### src/rtl/game_pkg.sv
// game_pkg: shared types and constants for the game sequencer and screen drawers.
//   game_state_t   - sequencer state enum
//   SCR_*          - screen_sel encodings for the top-level background/sprite mux
//   LED_*_LSB      - field offsets inside the 10-bit board LED word
//   screen_of()    - state to screen_sel decode
//   state_onehot() - state to LED one-hot field decode
package game_pkg;

   localparam int unsigned SCR_W   = 2;
   localparam int unsigned LIVES_W = 2;
   localparam int unsigned WINS_W  = 4;
   localparam int unsigned LEDS_W  = 10;

   localparam int unsigned LED_STATE_LSB = 0;
   localparam int unsigned LED_WINS_LSB  = 4;
   localparam int unsigned LED_LIVES_LSB = 8;

   localparam logic [SCR_W-1:0] SCR_TITLE = 2'd0;
   localparam logic [SCR_W-1:0] SCR_LEVEL = 2'd1;
   localparam logic [SCR_W-1:0] SCR_WIN   = 2'd2;
   localparam logic [SCR_W-1:0] SCR_OVER  = 2'd3;

   typedef enum logic [2:0] {
      ST_TITLE   = 3'd0,
      ST_PLAY    = 3'd1,
      ST_WIN     = 3'd2,
      ST_LOSE    = 3'd3,
      ST_RESPAWN = 3'd4
   } game_state_t;

   // RESPAWN keeps the level on screen between lives
   function automatic logic [SCR_W-1:0] screen_of(input game_state_t s);
      case (s)
         ST_TITLE:   return SCR_TITLE;
         ST_PLAY:    return SCR_LEVEL;
         ST_RESPAWN: return SCR_LEVEL;
         ST_WIN:     return SCR_WIN;
         ST_LOSE:    return SCR_OVER;
         default:    return SCR_TITLE;
      endcase
   endfunction

   // RESPAWN shows as PLAY on the LEDs
   function automatic logic [3:0] state_onehot(input game_state_t s);
      case (s)
         ST_TITLE:   return 4'b0001;
         ST_PLAY:    return 4'b0010;
         ST_RESPAWN: return 4'b0010;
         ST_WIN:     return 4'b0100;
         ST_LOSE:    return 4'b1000;
         default:    return 4'b0001;
      endcase
   endfunction

endpackage

### src/rtl/frame_hold_timer.sv
// frame_hold_timer: saturating frame counter with a threshold compare.
//   clk, reset : clock, synchronous active-high reset
//   clear      : zero the count (wins over tick)
//   tick       : one-cycle frame pulse, counted when not clearing
//   limit      : threshold for done
//   done       : count >= limit (decoded from the count register)
module frame_hold_timer #(
   parameter int unsigned CNT_W = 8
) (
   input  logic             clk,
   input  logic             reset,
   input  logic             clear,
   input  logic             tick,
   input  logic [CNT_W-1:0] limit,
   output logic             done
);

   logic [CNT_W-1:0] count;

   // count frames, sticking at all-ones
   always_ff @(posedge clk) begin
      if (reset || clear) begin
         count <= '0;
      end else if (tick && (count != '1)) begin
         count <= count + CNT_W'(1);
      end
   end

   assign done = (count >= limit);

endmodule

### src/rtl/game_flow_controller.sv
// game_flow_controller: top-level game sequencer on the VGA clock domain.
//   vga_clock, reset : sole clock, synchronous active-high reset
//   jump_button      : conditioned button level; rising edge starts/leaves screens
//   frame_tick       : one pulse per frame at start of vertical blank
//   play_win/lose    : level drawer result flags
//   screen_sel       : 0 title, 1 level, 2 win, 3 game over (registered)
//   play_reset       : level drawer reset, high outside PLAY (registered)
//   lives, wins      : remaining lives, saturating win tally (registered)
//   leds             : {lives, wins, state one-hot TITLE/PLAY/WIN/LOSE} (registered)
// Optional feature macro: GAME_FLOW_LIVES_EN adds lives and the RESPAWN state.
module game_flow_controller
   import game_pkg::*;
#(
   parameter int unsigned HOLD_FRAMES    = 120,
   parameter int unsigned RESPAWN_FRAMES = 60,
   parameter int unsigned START_LIVES    = 3
) (
   input  logic               vga_clock,
   input  logic               reset,
   input  logic               jump_button,
   input  logic               frame_tick,
   input  logic               play_win,
   input  logic               play_lose,
   output logic [SCR_W-1:0]   screen_sel,
   output logic               play_reset,
   output logic [LIVES_W-1:0] lives,
   output logic [WINS_W-1:0]  wins,
   output logic [LEDS_W-1:0]  leds
);

   localparam int unsigned MAX_FRAMES = (HOLD_FRAMES > RESPAWN_FRAMES) ? HOLD_FRAMES : RESPAWN_FRAMES;
   localparam int unsigned CNT_W      = $clog2(MAX_FRAMES + 1);

`ifdef GAME_FLOW_LIVES_EN
   localparam logic [LIVES_W-1:0] LIVES_INIT = LIVES_W'(START_LIVES);
`else
   localparam logic [LIVES_W-1:0] LIVES_INIT = '0;
`endif

   // empty marker block: only elaborates for an unsupported START_LIVES
   if ((START_LIVES < 1) || (START_LIVES > 3)) begin : g_start_lives_out_of_range
   end

   game_state_t        state, state_next;
   logic               jump_q;
   logic               jump_rise;
   logic               armed;
   logic               hold_done;
   logic [CNT_W-1:0]   hold_limit;
   logic [LIVES_W-1:0] lives_next;
   logic [WINS_W-1:0]  wins_next;

   assign jump_rise  = jump_button & ~jump_q;
   assign hold_limit = (state == ST_RESPAWN) ? CNT_W'(RESPAWN_FRAMES) : CNT_W'(HOLD_FRAMES);

   // end-screen / respawn timer, restarted on every state change
   frame_hold_timer #(
      .CNT_W (CNT_W)
   ) u_hold (
      .clk   (vga_clock),
      .reset (reset),
      .clear (state_next != state),
      .tick  (frame_tick),
      .limit (hold_limit),
      .done  (hold_done)
   );

   // next state and tallies
   always_comb begin
      state_next = state;
      lives_next = lives;
      wins_next  = wins;
      case (state)
         ST_TITLE: begin
            if (jump_rise) begin
               state_next = ST_PLAY;
               lives_next = LIVES_INIT;
            end
         end
         ST_PLAY: begin
            // flags are ignored on the first PLAY cycle while the drawer leaves reset
            if (armed) begin
               if (play_lose) begin
`ifdef GAME_FLOW_LIVES_EN
                  if (lives > LIVES_W'(1)) begin
                     state_next = ST_RESPAWN;
                     lives_next = lives - LIVES_W'(1);
                  end else begin
                     state_next = ST_LOSE;
                     lives_next = '0;
                  end
`else
                  state_next = ST_LOSE;
`endif
               end else if (play_win) begin
                  state_next = ST_WIN;
                  if (wins != '1) begin
                     wins_next = wins + WINS_W'(1);
                  end
               end
            end
         end
         ST_WIN, ST_LOSE: begin
            if (jump_rise && hold_done) begin
               state_next = ST_TITLE;
            end
         end
         ST_RESPAWN: begin
            if (hold_done) begin
               state_next = ST_PLAY;
            end
         end
         default: state_next = ST_TITLE;
      endcase
`ifndef GAME_FLOW_LIVES_EN
      lives_next = '0;
`endif
   end

   // state register and outputs decoded from the next state so they align with it
   always_ff @(posedge vga_clock) begin
      if (reset) begin
         state      <= ST_TITLE;
         jump_q     <= 1'b1;
         armed      <= 1'b0;
         lives      <= LIVES_INIT;
         wins       <= '0;
         screen_sel <= SCR_TITLE;
         play_reset <= 1'b1;
         leds       <= {LIVES_INIT, WINS_W'(0), state_onehot(ST_TITLE)};
      end else begin
         state      <= state_next;
         jump_q     <= jump_button;
         armed      <= (state == ST_PLAY) && (state_next == ST_PLAY);
         lives      <= lives_next;
         wins       <= wins_next;
         screen_sel <= screen_of(state_next);
         play_reset <= (state_next != ST_PLAY);
         leds[LED_STATE_LSB +: 4]       <= state_onehot(state_next);
         leds[LED_WINS_LSB  +: WINS_W]  <= wins_next;
         leds[LED_LIVES_LSB +: LIVES_W] <= lives_next;
      end
   end

endmodule
### config.mk
export PLATFORM = sky130hd
export DESIGN_NAME = game_flow_controller
export DESIGN_NICKNAME = d
export VERILOG_FILES = /design/src/rtl/game_pkg.sv /design/src/rtl/frame_hold_timer.sv /design/src/rtl/game_flow_controller.sv
export SDC_FILE = /design/constraint.sdc
export NUM_CORES = 1
export LEC_CHECK = 0
export ABC_AREA = 1
export CAP_MARGIN = 5
export CORE_UTILIZATION = 35
export CTS_BUF_LIST = sky130_fd_sc_hd__clkbuf_16
export CTS_CLUSTER_DIAMETER = 80
export DETAILED_ROUTE_END_ITERATION = 8
export PLACE_DENSITY = 0.62
export SLEW_MARGIN = 25
export SYNTH_ARGS = -nofsm -noshare
export SYNTH_HDL_FRONTEND = slang
export SYNTH_SLANG_ARGS = --single-unit
### constraint.sdc
create_clock -name vga_clock -period 2.3 [get_ports vga_clock]
set_input_delay 0.575 -clock vga_clock [delete_from_list [all_inputs] [get_ports vga_clock]]
set_output_delay 0.575 -clock vga_clock [all_outputs]
set_load 0.02 [all_outputs]
# Word level (Yosys, flattened, before mapping)
# Cells that the tools add are included.
[totals]
wordCells = 48
regBits = 29
[op_classes]
add_sub_neg = 2
n_reduce_logical = 7
magnitude_cmp = 1
n_eq_ne = 12
n_mux = 15
n_bitwise = 2
[op_table]
columns = ["cell", "count"]
rows = [
  ["$mux 4", 5],
  ["$mux 3", 6],
  ["$eq 3x2->1 const B", 4],
  ["$pmux 3 s4", 1],
  ["$pmux 4 s3", 1],
  ["$add 7x1->7 const B", 1],
  ["$ge 7x7->1", 1],
  ["$mux 7", 1],
  ["$ne 7x7->1 const B", 1],
  ["$eq 3x1->1 const B", 2],
  ["$eq 3x3->1 const B", 2],
  ["$pmux 2 s3", 1],
  ["$add 4x1->4 const B", 1],
  ["$ne 4x4->1 const B", 1],
  ["$reduce_or 2->1", 2],
  ["$logic_and 1x1->1", 3],
  ["$logic_not 3->1", 1],
  ["$ne 3x1->1 const B", 1],
  ["$ne 3x3->1", 1],
  ["$and 1x1->1", 1],
  ["$logic_or 1x1->1", 1],
  ["$not 1->1", 1],
]

# Longest topological paths before layout
# Gate-level depths: netlist of the first run.
[logic_depth]
word_depth = 9
ltp_mapped = 15

# Modules after synthesis
# Synthesis of the first run repeated with hierarchy kept, for this count alone.
[hier_totals]
cells_unflattened = 194
hier_area_um2 = 1341.3
[modules_own_cells]
columns = ["mod", "seq_area_each_um2", "area_per_inst_um2", "instances", "cells_each"]
rows = [
  ["game_flow_controller", 320.3, 790.8, 1, 108],
  ["frame_hold_timer", 140.1, 550.5, 1, 86],
]

# Worst setup path after synthesis of the first run
# Ideal clock, no wire load.
[synth_timing]
path_kind = "reg2reg"
from = "register state[0]"
to = "register screen_sel[0]"
period_less_slack_ns = 1.754
t_required_ns = 2.191
path_stages_with_launch = 13
path_buffers = 0
path_slack_ns = 0.546
arrival_ns = 1.646
setup_ns = 0.109
path_cell_list = "dfxtp_1 nor3_4 ha_1 nand3_1 nand2_1 nand2_1 nand2_1 a21oi_1 nand2_2 inv_2 nand2_1 nand2_1 inv_1"
[synth_via]
elab_chain_len = 9
[synth_lines]
columns = ["item", "line", "text"]
rows = [
  ["from (decl)", "game_flow_controller.sv:44", "game_state_t state, state_next;"],
  ["from (signal assigned)", "game_flow_controller.sv:132", "state <= state_next;"],
  ["$eq 3x3->1", "game_flow_controller.sv:54, game_flow_controller.sv:73", ""],
  ["$mux 7", "game_flow_controller.sv:54", "assign hold_limit = (state == ST_RESPAWN) ? CNT_W'(RESPAWN_FRAMES) : CNT_W'(HOLD_FRAMES);"],
  ["$ge 7x7->1", "frame_hold_timer.sv:29", "assign done = (count >= limit);"],
  ["$logic_and 1x1->1", "game_flow_controller.sv:104", "if (jump_rise && hold_done) begin"],
  ["$mux 3", "game_flow_controller.sv:104", ""],
  ["$pmux 3 s4 *", "game_flow_controller.sv:73", "case (state)"],
  ["$eq 3x1->1 / $eq 3x3->1 (equally long branches)", "game_pkg.sv:33", "case (s)"],
  ["$reduce_or 2->1 (no line)", "n/a", ""],
  ["$pmux 2 s3 *", "game_pkg.sv:33", ""],
  ["to (signal assigned)", "game_flow_controller.sv:137", "screen_sel <= screen_of(state_next);"],
  ["to (decl)", "game_flow_controller.sv:24", "output logic [SCR_W-1:0] screen_sel,"],
]
# Mark *: on every way between the ends. The rest lies on a longest branch, timed or not.
# A chain may end at the register's enable or synchronous reset.

# Final worst setup path of the first run
[layout_timing]
from = "register state[2]"
to = "register u_hold.count[6]"
[layout_via]
elab_chain_len = 8
[layout_lines]
columns = ["item", "line", "text"]
rows = [
  ["$eq 3x3->1", "game_flow_controller.sv:54, game_flow_controller.sv:73", ""],
  ["$mux 7", "game_flow_controller.sv:54", ""],
  ["$ge 7x7->1", "frame_hold_timer.sv:29", ""],
  ["$logic_and 1x1->1", "game_flow_controller.sv:104", ""],
  ["$mux 3", "game_flow_controller.sv:104", ""],
  ["$pmux 3 s4", "game_flow_controller.sv:73", ""],
  ["$ne 3x3->1 *", "game_flow_controller.sv:62", ".clear (state_next != state),"],
  ["$logic_or 1x1->1 *", "frame_hold_timer.sv:22", "if (reset || clear) begin"],
  ["to (signal assigned)", "frame_hold_timer.sv:25", "count <= count + CNT_W'(1);"],
  ["to (decl)", "frame_hold_timer.sv:18", "logic [CNT_W-1:0] count;"],
]
# Marked as above.

==> out/qor.yml, run 1 <==
dp.cells: 223
final_common_cell: "inv_1"
path_common_cell: "nand2_1"
io_pins: 25
max_stage_delay_ns: 0.38
grt_max_degree: 13
crit_family: "simple AND/OR/NAND/NOR gates"
cp_num_buf_inv: 1
finalCritPeriodShare_pct: 85.9
rsz0062_at_grt: "false"
clock.fmax_mhz: 506
peakVddDrop_mv: 0.382
r2r_cells: 11
worst_setup_path_start_kind: "register"
avgRoutedWirePerCell_um: 9.94
timing_hold_violations_final: 0
synth_seq_cells: 23
rows: 20
place_congestion: 0.731
grt_pass1_wl_um: 4030
worstPathRequired_ns: 2.44
cts_setup_buffers: 0
worst-setup-path-type: "register to register"
grt_overflow: 0
stdcell_count: 227
die_h_um: 60.5
clkSlewWorstSetupHoldPaths_ns: 0.06
cts_buffer_depth: 2
end_kind: "register"
antenna_found_initial: 0
crit_chain: "inv_2 > nor3_4 > ha_1 > nand3_1 > nand2_1 > nand2_1 > nand2_1 > a21oi_1 > nand3_1 > nand2_1 > nor3_1"
die_w_um: 60.5
antennaDiodeCount: 0
skew_ns: 0.00280
postRouteAntennaNets: 0
root_buffer: "clkbuf_16"
grt_pass1_vias: 976
drive_gt1_share_pct: 10.4
totalPowerFinal_uw: 856
fin_tns_setup_ns: 0
cts_tree: "done"
p_clk_share_pct: 42.4
ys_types: 28
hold_depth: 2
drt_drc_violations_left: 0
cp.arrival_ns: 2.11
intPower_uw: 671
swShare_pct: 21.6
final_cell_mix: "inv_1 (29), nand2_1 (27), dfxtp_1 (23), clkdlybuf4s50_1 (20), nor2_1 (15)"
pwr-share-seq_pct: 48.4
maxCapViolCount: 0
grt_usage_pct: 14.9
post-route-util_pct: 47.1
seq_area_frac_synth_pct: 38.4
p_per_area_mw_per_mm2: 576
crit_slowest_cell: "dfxtp_1"
floorplan.initialDensity_pct: 38.0
status: "completed"
min_path_type: "register to register"
cts_hold_buf: 0
postSynthCellCount: 164
fillCellCount: 343
final_nets: 195
cts.repair.resized: 0
clock_latency_ns: 0.25
synth_area_mm2: 0.00120
cts_made_buffers: 3
dp_hpwl_um: 1800
cts.htree.levels: 1
die_area_mm2: 0.00366
p_leak_nw: 0.659
cts_sinks: 23
syn-mean-instance-area_um2: 7.31
worstPathMaxFanout: 7
setup_viol: 0
period_needed_ns: 1.98
coreArea_mm2: 0.00315
drtIter0Drc: 30
areaGrowthSynthToFinish_pct: 24.0
p_switching_uw: 185
drt_wl_total_um: 2260
drv_slew: 0
drtPass1Iterations: 4
synth-warning-count: 0
io_buffers: 20
combPwrFrac_pct: 9.2
worst-path-stages: 11
vias_per_cell: 4.47
vias: 1015
[per-layer routing]
layer  GRT usage, %  routed length [um]  up-vias
met4           7.79                  44        0
li1               -                   -      541
met1           16.9                1040      446
met2           27.0                1100       23
met3           2.13                  73        5
met5              0                   0        -
[area by class of cell]
class,count,area [um2],area share [%]
Multi-Input combinational cell,104,568,38.2
Sequential cell,23,460,31.0
Timing Repair Buffer,21,208,14.0
Inverter,31,116,7.83
Clock buffer,3,75.1,5.05
Tap cell,44,55.1,3.70
Clock inverter,1,3.75,0.253
[path summary, 6_finish.rpt]
path,startpoint,slack [ns],end
worst max-delay path,state[2],0.32,u_hold.count[6]
worst min register to register,wins[1],0.51,wins[1]
worst min-delay path,wins[1],0.51,wins[1]
worst max register to register,state[2],0.32,u_hold.count[6]
[worst register-to-register path, stage by stage (launching register included)]
cell and delay [ns]:
dfxtp_1 0.38, inv_2 0.08, nor3_4 0.22, ha_1 0.30
nand3_1 0.08, nand2_1 0.05, nand2_1 0.08, nand2_1 0.09
a21oi_1 0.19, nand3_1 0.10, nand2_1 0.21, nor3_1 0.08
[cells in the mapped netlist]
| library cell | instances | area share [%] |
|---|---|---|
| ha_1 | 5 | 5.2 |
| nand3b_1 | 2 | 1.3 |
| a31oi_1 | 1 | 0.52 |
| nand2_1 | 27 | 8.5 |
| a21o_1 | 1 | 0.63 |
| o21ai_0 | 6 | 2.5 |
| conb_1 | 1 | 0.31 |
| nor2_2 | 2 | 1.0 |
| nor3_4 | 1 | 1.4 |
| nand4_1 | 3 | 1.6 |
| xor2_1 | 2 | 1.5 |
| nand3_2 | 1 | 0.84 |
| nand2_2 | 3 | 1.6 |
| or2_2 | 1 | 0.52 |
| a21oi_2 | 2 | 1.5 |
| nor3_1 | 8 | 3.3 |
| o21ai_2 | 1 | 0.73 |
| nand3_1 | 11 | 4.6 |
| nor2_1 | 15 | 4.7 |
| inv_2 | 3 | 0.94 |
| nand2_4 | 1 | 0.94 |
| dfxtp_1 | 23 | 38 |
| buf_4 | 8 | 5.0 |
| xnor2_1 | 1 | 0.73 |
| inv_1 | 28 | 8.8 |
| a21boi_0 | 1 | 0.63 |
| a21oi_1 | 5 | 2.1 |
| buf_2 | 1 | 0.42 |
[sequential cells by signal, summed over array words and instances, names as in the netlist]
| signal | cells |
|---|---|
| screen_sel | 2 |
| leds | 4 |
| wins | 4 |
| state | 3 |
| play_reset | 1 |
| armed | 1 |
| jump_q | 1 |
| u_hold.count | 7 |
[power groups by stage]
| stage | Sequential, mW | Combinational (mW) | Clock [mW] |
|---|---|---|---|
| finish | 0.414 | 0.0788 | 0.363 |
| global route | 0.415 | 0.0873 | 0.397 |
| CTS | 0.414 | 0.0794 | 0.374 |
| detailed placement | 0.423 | 0.0788 | 0 |
| global placement | 0.422 | 0.0782 | 0 |
| floorplan | 0.426 | 0.0522 | 0 |
[cells by family (layout without fill, tap and decap cells)]
logic type / after synthesis / in the layout / share of synthesized area [%]
simple gates: 75 / 75 / 30.2
buf+inv: 40 / 56 / 15.1
flops: 23 / 23 / 38.4
compound gates: 17 / 17 / 8.56
fa+ha+maj: 5 / 5 / 5.22
xor+xnor: 3 / 3 / 2.19
other cells: 1 / 4 / 0.313
[metrics by stage]
step	hold WS [ns]	area (um2)	setup WS [ns]
after floorplan	0.551	1210	0.546
after global placement	0.498	1410	0.333
after detailed placement	0.501	1410	0.317
after CTS	0.510	1490	0.302
after global routing	0.562	1490	0.125
final	0.511	1490	0.324
Power figures use the tool's default switching activity.
==> inputs of run 2 (changes only) <==
Settings changed: TNS_END_PERCENT from default to 5.
==> results of run 2 <==
The final DEF is identical to that of run 1; final timing and power are the same.
==> inputs of run 3 (changes only) <==
Settings changed: CORE_ASPECT_RATIO from default to 1.75.
==> out/qor.yml, run 3 (synthesis results as in run 1) <==
status: "completed"  # unchanged
rsz0062_at_grt: "false"  # unchanged
peakVddDrop_mv: 0.440  # was 0.382 mV
avgRoutedWirePerCell_um: 10.8  # was 9.94 um
drt_wl_total_um: 2420  # was 2260 um
final_common_cell: "inv_1"  # unchanged
end_kind: "register"  # unchanged
worst-setup-path-type: "register to register"  # unchanged
rows: 27  # was 20
root_buffer: "clkbuf_16"  # unchanged
grt_pass1_wl_um: 4020  # was 4030 um
drtPass1Iterations: 4  # unchanged
clkSlewWorstSetupHoldPaths_ns: 0.06  # about the same
crit_slowest_cell: "dfxtp_1"  # unchanged
dp.cells: 221  # was 223
vias: 1033  # was 1015
max_stage_delay_ns: 0.39  # was 0.38 ns
final_cell_mix: "inv_1 (28), nand2_1 (27), dfxtp_1 (23), clkdlybuf4s50_1 (20), nor2_1 (15)"  # was inv_1 (29), nand2_1 (27), dfxtp_1 (23), clkdlybuf4s50_1 (20), nor2_1 (15)
vias_per_cell: 4.59  # was 4.47
p_leak_nw: 0.652  # was 0.659 nW
top_register: "u_hold.count"  # unchanged
cp_num_buf_inv: 1  # unchanged
grt_overflow: 0  # unchanged
cts_buffer_depth: 2  # unchanged
cts_sinks: 23  # unchanged
gr-usage-met1_pct: 14.0  # was 16.9%
cp.arrival_ns: 2.14  # was 2.11 ns
period_needed_ns: 2.01  # was 1.98 ns
worstPathRequired_ns: 2.43  # was 2.44 ns
die_w_um: 46.2  # was 60.5 um
cts_tree: "done"  # unchanged
design_area_mm2: 0.00148  # was 0.00149 mm2
drt_drc_violations_left: 0  # unchanged
postRouteAntennaNets: 0  # unchanged
grt_max_degree: 14  # was 13
die_h_um: 79.4  # was 60.5 um
areaGrowthSynthToFinish_pct: 23.4  # was 24.0%
io_buffers: 20  # unchanged
coreArea_mm2: 0.00321  # was 0.00315 mm2
antenna_found_initial: 0  # unchanged
min_path_type: "register to register"  # unchanged
post-route-util_pct: 46.1  # was 47.1%
cts_made_buffers: 3  # unchanged
drtIter0Drc: 31  # was 30
cts_hold_buf: 0  # unchanged
antennaDiodeCount: 0  # unchanged
top_usage_layer: "met2"  # unchanged
worstPathMaxFanout: 7  # unchanged
crit_chain: "inv_2 > nor3_4 > ha_1 > nand3_1 > nand2_1 > nand2_1 > nand2_1 > a21oi_1 > nand3_1 > nand2_1 > nor3_1"  # unchanged
largest_reg_flops: 7  # unchanged
die_area_mm2: 0.00367  # was 0.00366 mm2
path_common_cell: "nand2_1"  # unchanged
crit_family: "simple AND/OR/NAND/NOR gates"  # unchanged
drive_gt1_share_pct: 10.4  # about the same
skew_ns: 0.00433  # was 0.00280 ns
stdcell_count: 225  # was 227
grt_pass1_vias: 970  # was 976
grt_usage_pct: 14.9  # about the same
cts.repair.resized: 0  # unchanged
placed_area_mm2: 0.00140  # was 0.00141 mm2
maxCapViolCount: 0  # unchanged
met3_usage_pct: 2.04  # was 2.13%
p_per_area_mw_per_mm2: 581  # was 576 mW/mm2
setup_viol: 0  # unchanged
fin_tns_setup_ns: 0  # unchanged
dp_hpwl_um: 2000  # was 1800 um
place_congestion: 0.904  # was 0.731
top_regs: "u_hold.count (7), leds (4), wins (4)"  # unchanged
holdWs_ns: 0.531  # was 0.511 ns
cts.htree.levels: 1  # unchanged
floorplan.initialDensity_pct: 37.3  # was 38.0%
clock_latency_ns: 0.25  # about the same
finalCritPeriodShare_pct: 87.4  # was 85.9%
io_pins: 25  # unchanged
clock.fmax_mhz: 498  # was 506 MHz
final_nets: 194  # was 195
met2_usage_pct: 29.6  # was 27.0%
worst_setup_path_start_kind: "register"  # unchanged
timing_hold_violations_final: 0  # unchanged
drv_slew: 0  # unchanged
cts_setup_buffers: 0  # unchanged
run 3: changes by cell type in the layout (fill, tap and decap cells not counted), sizes merged:
cell,delta
clkinv,+1
buf,-1
inv,-1
run 3: worst register-to-register path, cell delays in order (launching register included):
cell,delay [ns]
dfxtp_1,0.39
inv_2,0.08
nor3_4,0.21
ha_1,0.30
nand3_1,0.08
nand2_1,0.05
nand2_1,0.09
nand2_1,0.09
a21oi_1,0.20
nand3_1,0.11
nand2_1,0.20
nor3_1,0.08
run 3: through the flow:
step	power (mW)	setup WS, ns
2_1_floorplan	0.478	0.546
3_3_place_gp	0.499	0.208
3_5_place_dp	0.501	0.180
4_1_cts	0.872	0.275
5_1_grt	0.894	0.0754
6_report	0.860	0.291
run 3: worst paths after layout:
path                            slack (ns)         endpoint  cells past startpoint     start
worst min register to register        0.53          wins[2]                      1   wins[2]
worst max-delay path                  0.29  u_hold.count[4]                     11  state[2]
worst max register to register        0.29  u_hold.count[4]                     11  state[2]
worst min-delay path                  0.53          wins[2]                      1   wins[2]
run 3: area by class of cell:
cell class | count | area (um2)
timing repair buffer | 20 | 200
tap | 43 | 53.8
inverter | 31 | 116
sequential | 23 | 460
multi-input combinational | 104 | 568
fill | 344 | 1730
clock inverter | 1 | 5.00
clock buffer | 3 | 75.1
run 3: routing by layer:
metal	vias to the layer above	share of wire [%]
met3	6	3.3
met2	30	59
met1	460	36
met5	-	0
li1	537	-
met4	0	1.7
run 3: report_power, final:
group          leakage, nW  total, mW  switching (mW)  internal [mW]
sequential           0.187      0.414         0.00651          0.408
clock               0.0409      0.368           0.135          0.233
combinational        0.425     0.0778          0.0470         0.0308
total                0.652      0.860           0.188          0.672
